File: src/rtl/mem_access_unit.sv
// Load/store port between the EX/MEM stage and a req/ack data memory, with timeout abort.
// Build option: define MISALIGN_TRAP_EN to trap misaligned H/W accesses instead of forcing alignment.
module mem_access_unit #(
    parameter int unsigned TIMEOUT_CYCLES = 255
) (
    input  logic        clk,
    input  logic        rst,
    input  logic        mem_read_in,
    input  logic        mem_write_in,
    input  logic [31:0] addr_in,
    input  logic [31:0] store_data_in,
    input  logic [2:0]  funct3_in,
    input  logic        hold_in,
    output logic        dmem_req,
    output logic        dmem_we,
    output logic [31:0] dmem_addr,
    output logic [31:0] dmem_wdata,
    output logic [3:0]  dmem_be,
    input  logic [31:0] dmem_rdata,
    input  logic        dmem_ack,
    output logic        mem_stall,
    output logic [31:0] load_data_out,
    output logic        bus_err,
    output logic        misalign_err,
    output logic [1:0]  state_dbg_o
);

    typedef enum logic [1:0] {
        S_IDLE = 2'd0,
        S_REQ  = 2'd1,
        S_DONE = 2'd2
    } state_e;

    localparam logic [7:0] TIMEOUT_Q = 8'(TIMEOUT_CYCLES);

    state_e      state_q, state_d;
    logic        req_q, req_d;
    logic        we_q, we_d;
    logic [31:0] addr_q, addr_d;
    logic [31:0] wdata_q, wdata_d;
    logic [3:0]  be_q, be_d;
    logic [31:0] ldata_q, ldata_d;
    logic        berr_q, berr_d;
    logic        merr_q, merr_d;
    logic [7:0]  cnt_q, cnt_d;
    logic [2:0]  f3_q, f3_d;
    logic [1:0]  off_q, off_d;
    logic        load_q, load_d;

    logic [3:0]  be_in;
    logic [31:0] wdata_in;
    logic [7:0]  rbyte;
    logic [15:0] rhalf;
    logic [31:0] load_ext;
    logic        trap_misalign;

`ifdef MISALIGN_TRAP_EN
    assign trap_misalign = ((funct3_in[1:0] == 2'b01) && addr_in[0]) ||
                           ((funct3_in == 3'b010) && (addr_in[1:0] != 2'b00));
`else
    assign trap_misalign = 1'b0;
`endif

    always_comb begin
        be_in    = 4'b1111;
        wdata_in = store_data_in;
        case (funct3_in)
            3'b000: begin
                be_in    = 4'b0001 << addr_in[1:0];
                wdata_in = {4{store_data_in[7:0]}};
            end
            3'b001: begin
                be_in    = 4'b0011 << {addr_in[1], 1'b0};
                wdata_in = {2{store_data_in[15:0]}};
            end
            default: ;
        endcase
    end

    // Half-word lane uses only off_q[1], so an odd half address is naturally aligned down.
    always_comb begin
        rbyte = dmem_rdata[{off_q, 3'b000} +: 8];
        rhalf = off_q[1] ? dmem_rdata[31:16] : dmem_rdata[15:0];
        case (f3_q)
            3'b000:  load_ext = {{24{rbyte[7]}}, rbyte};
            3'b100:  load_ext = {24'd0, rbyte};
            3'b001:  load_ext = {{16{rhalf[15]}}, rhalf};
            3'b101:  load_ext = {16'd0, rhalf};
            default: load_ext = dmem_rdata;
        endcase
    end

    // Handshake: dmem_req rises the edge after an access is accepted in IDLE; req/we/addr/
    // wdata/be then stay frozen until the edge that samples dmem_ack high. Ack is ignored
    // outside REQ.
    always_comb begin
        state_d   = state_q;
        req_d     = req_q;
        we_d      = we_q;
        addr_d    = addr_q;
        wdata_d   = wdata_q;
        be_d      = be_q;
        ldata_d   = ldata_q;
        berr_d    = berr_q;
        merr_d    = merr_q;
        cnt_d     = cnt_q;
        f3_d      = f3_q;
        off_d     = off_q;
        load_d    = load_q;
        mem_stall = 1'b0;
        case (state_q)
            S_IDLE: begin
                if (mem_read_in || mem_write_in) begin
                    mem_stall = 1'b1;
                    f3_d      = funct3_in;
                    off_d     = addr_in[1:0];
                    load_d    = ~mem_write_in;
                    cnt_d     = 8'd0;
                    if (trap_misalign) begin
                        state_d = S_DONE;
                        merr_d  = 1'b1;
                        ldata_d = 32'd0;
                    end else begin
                        state_d = S_REQ;
                        req_d   = 1'b1;
                        we_d    = mem_write_in;
                        addr_d  = {addr_in[31:2], 2'b00};
                        wdata_d = wdata_in;
                        be_d    = be_in;
                    end
                end
            end
            S_REQ: begin
                mem_stall = 1'b1;
                if (dmem_ack) begin
                    state_d = S_DONE;
                    req_d   = 1'b0;
                    we_d    = 1'b0;
                    if (load_q) ldata_d = load_ext;
                end else begin
                    cnt_d = cnt_q + 8'd1;
                    if (cnt_q + 8'd1 == TIMEOUT_Q) begin
                        state_d = S_DONE;
                        req_d   = 1'b0;
                        we_d    = 1'b0;
                        ldata_d = 32'd0;
                        berr_d  = 1'b1;
                    end
                end
            end
            S_DONE: begin
                if (!hold_in) begin
                    state_d = S_IDLE;
                    berr_d  = 1'b0;
                    merr_d  = 1'b0;
                end
            end
            default: state_d = S_IDLE;
        endcase
    end

    always_ff @(posedge clk) begin
        if (rst) begin
            state_q <= S_IDLE;
            req_q   <= 1'b0;
            we_q    <= 1'b0;
            addr_q  <= 32'd0;
            wdata_q <= 32'd0;
            be_q    <= 4'd0;
            ldata_q <= 32'd0;
            berr_q  <= 1'b0;
            merr_q  <= 1'b0;
            cnt_q   <= 8'd0;
            f3_q    <= 3'd0;
            off_q   <= 2'd0;
            load_q  <= 1'b0;
        end else begin
            state_q <= state_d;
            req_q   <= req_d;
            we_q    <= we_d;
            addr_q  <= addr_d;
            wdata_q <= wdata_d;
            be_q    <= be_d;
            ldata_q <= ldata_d;
            berr_q  <= berr_d;
            merr_q  <= merr_d;
            cnt_q   <= cnt_d;
            f3_q    <= f3_d;
            off_q   <= off_d;
            load_q  <= load_d;
        end
    end

    assign dmem_req      = req_q;
    assign dmem_we       = we_q;
    assign dmem_addr     = addr_q;
    assign dmem_wdata    = wdata_q;
    assign dmem_be       = be_q;
    assign load_data_out = ldata_q;
    assign bus_err       = berr_q;
    assign misalign_err  = merr_q;
    assign state_dbg_o   = state_q;

endmodule

File: config.mk
export PLATFORM = sky130hd
export DESIGN_NAME = mem_access_unit
export DESIGN_NICKNAME = d
export VERILOG_FILES = /design/src/rtl/mem_access_unit.sv
export SDC_FILE = /design/constraint.sdc
export NUM_CORES = 1
export LEC_CHECK = 0
export BUFFER_PORTS_ARGS = -buffer_cell sky130_fd_sc_hd__buf_4
export CAP_MARGIN = 30
export CORE_MARGIN = 4
export CORE_UTILIZATION = 42
export CTS_CLUSTER_DIAMETER = 40
export DETAILED_ROUTE_END_ITERATION = 12
export MAX_ROUTING_LAYER = met4
export PLACE_DENSITY = 0.7
export SETUP_SLACK_MARGIN = 0.3
export SLEW_MARGIN = 20
export SYNTH_ARGS = -nofsm -noshare
export SYNTH_HDL_FRONTEND = slang
export SYNTH_SLANG_ARGS = --single-unit
export TNS_END_PERCENT = 1
File: constraint.sdc
create_clock -name clk -period 2.8 [get_ports clk]
set_input_delay 0.14 -clock clk [delete_from_list [all_inputs] [get_ports clk]]
set_output_delay 0.14 -clock clk [all_outputs]
set_load 0.005 [all_outputs]
==> results.sh <==
export IMPL_finalNetCount=1004
export IMPL_clockRootBuffer="clkbuf_16"
export IMPL_hp_class="input pin to register"
export IMPL_dieArea_um2=15300
export IMPL_required_ns=3.14
export IMPL_timing_final_crit_share_pct=80.0
export IMPL_pre_cts_ws_ns=0.605
export IMPL_min_delay_path_depth=3
export IMPL_clock_latency_ns=0.42
export IMPL_drt_iter0_drc=405
export IMPL_layout_commonest_cell="buf_4"
export IMPL_gp_congestion=0.868
export IMPL_setup_viol=0
export IMPL_synth_warnings=0
export IMPL_slew_headroom_pct=44.9
export IMPL_grt_antenna_before_repair=0
export IMPL_portBuffers=208
export IMPL_critPathMaxFanout=32
export IMPL_cts_buffer_depth=2
export IMPL_diodes=0
export IMPL_drv_slew=0
export IMPL_r2r_cells=7
export IMPL_run_status="complete, no violations"
export IMPL_netlist_instances=680
export IMPL_setup_tns_ns=0
export IMPL_synth_seq_area_share_pct=41.8
export IMPL_fmax_mhz=446
export IMPL_die_y_um=124
export IMPL_setup_ws_ns=0.560
export IMPL_cap_violations=0
export IMPL_ys_ff_latch=117
export IMPL_cp_end_kind="register"
export IMPL_tightest_slew_ns=0.822
export IMPL_coreArea_um2=12800
export IMPL_final_antenna_net_count=0
export IMPL_grt_pass1_vias=5580
export IMPL_cts_resized=0
export IMPL_drc=0
export IMPL_numCtsBuffers=17
export IMPL_path_class="register to register"
export IMPL_crit_arrival_ns=2.58
export IMPL_grt_pass1_wl_um=28100
export IMPL_routed_wl_um=18100
export IMPL_grt_start_max_net_pins=93
export IMPL_n_fill_cell=1088
export IMPL_layout_drive_gt1_share_pct=28.2
export IMPL_holdBufCountCts=35
export IMPL_cp_start_kind="register"
export IMPL_period_needed_ns=2.24
export IMPL_dp_hpwl_um=12600
export IMPL_power_leakage_nw=3.45
export IMPL_syn_area_um2=5610
export IMPL_via_count=5700
export IMPL_rsz0062_at_grt="no"
export IMPL_syn_avg_cell_area_um2=8.24
export IMPL_path_clk_slew_ns=0.05
export IMPL_start_util_pct=43.7
export IMPL_viasPerCell=5.27
export IMPL_finalHoldViolCount=0
export IMPL_clock_sinks=117
export IMPL_finClkSkew_ns=0.0116
export IMPL_cts_setup_buffers=0
export IMPL_first_pass_iters=5
export IMPL_syn2layout_area_growth_pct=45.5
export IMPL_boundaryPins=212
export IMPL_grtUsageTotal_pct=24.4
export IMPL_cts_tree="built"
export IMPL_synth_cell_types=47
export IMPL_grt_overflow=0
export IMPL_p_per_area_nw_per_um2=612
export IMPL_htree_levels=4
export IMPL_die_x_um=124
export IMPL_wl_per_cell_um=16.7
export IMPL_ir_worst_vdd_mv=0.412
export IMPL_final_cell_mix="buf_4 (215), nand2_1 (144), dfxtp_1 (117)"
export IMPL_layout_core_utilization_pct=63.6
export IMPL_rows=41
## cells in the mapped netlist (all sizes together)
cell | number | area (µm²)
dfxtp | 117 | 2340
and3b | 1 | 8.76
mux4 | 5 | 116
mux2i | 55 | 551
nand2 | 145 | 547
nand3 | 8 | 40.0
o21a | 2 | 15.0
clkinv | 1 | 3.75
a21oi | 65 | 325
o22ai | 8 | 50.1
ha | 2 | 25.0
nand3b | 2 | 15.0
or2 | 1 | 6.26
a311oi | 10 | 87.6
a21o | 16 | 120
o21ai | 29 | 145
nor2b | 5 | 31.3
o31ai | 1 | 7.51
buf | 19 | 129
xnor2 | 2 | 17.5
o211ai | 17 | 128
nor3 | 8 | 45.0
o211a | 1 | 10.0
a22o | 2 | 17.5
nor2 | 48 | 180
a31oi | 3 | 18.8
a211oi | 8 | 60.1
o221ai | 2 | 17.5
nor3b | 1 | 7.51
conb | 1 | 3.75
and2b | 1 | 7.51
clkbuf | 36 | 135
a221oi | 1 | 26.3
o2111ai | 1 | 8.76
a211o | 5 | 43.8
inv | 4 | 15.0
a221o | 1 | 10.0
or3 | 4 | 25.0
and2 | 4 | 25.0
nand2b | 38 | 238
## cell families after synthesis
family | share of synthesized area (%)
simple gates | 21.0
mux | 11.9
compound gates | 19.5
other cells | 0.0669
xor+xnor | 0.313
buf+inv | 5.04
flops | 41.8
fa+ha+maj | 0.446
## where the power goes
part	switching (mW)	internal [mW]
Clock	0.769	1.42
Combinational	0.476	0.466
Sequential	0.0833	1.78
## final cells by class
| class | count | area, µm² | share of cell area [%] |
|---|---|---|---|
| clock inverters | 8 | 97.6 | 1.20 |
| flip-flops and latches | 117 | 2340 | 28.7 |
| inverters | 5 | 18.8 | 0.230 |
| repair buffers | 251 | 1980 | 24.3 |
| multi-input cells | 505 | 3000 | 36.8 |
| clock buffers | 23 | 498 | 6.11 |
| well taps | 172 | 215 | 2.64 |
## registers in the layout (all words and copies together) (netlist names)
name and count:
dmem_we 1, load_data_out 32, f3_q 3, dmem_req 1, cnt_q 8, dmem_addr 30
off_q 2, bus_err 1, load_q 1, state_dbg_o 2, dmem_wdata 32, dmem_be 4
## critical path, stage by stage, from the launching register on
cell and delay (ns):
dfxtp_1 0.42, ha_1 0.26, nand3_1 0.16, nor3_1 0.35, o2111ai_1 0.17, nand2_2 0.09
buf_4 0.46, mux2i_1 0.26
## worst paths after layout
check / to / startpoint / slack (ns)
setup / recovery: load_data_out[26] / cnt_q[0] / 0.56
hold reg to reg: dmem_wdata[1] / dmem_wdata[1] / 0.45
hold / removal: dmem_wdata[3] / store_data_in[3] / 0.02
setup reg to reg: load_data_out[26] / cnt_q[0] / 0.56
## per-stage QoR
stage / power [mW] / instances / instance area, µm² / hold WS [ns]
3_5_place_dp: 2.80 / 1015 / 7210 / 0.396
4_1_cts: 5.02 / 1081 / 8160 / 0.000127
6_report: 4.99 / 1081 / 8160 / 0.0165
3_3_place_gp: 2.78 / 1015 / 7210 / 0.387
5_1_grt: 5.22 / 1081 / 8160 / 0.00631
2_1_floorplan: 2.37 / 682 / 5610 / 0.276
## routing by layer
| layer | GRT usage [%] | routed length (µm) |
|---|---|---|
| met1 | 30.8 | 7910 |
| met2 | 37.5 | 8410 |
| met3 | 6.31 | 1310 |
| met4 | 9.34 | 463 |
| met5 | - | 0 |
Power figures use the tool's default switching activity.
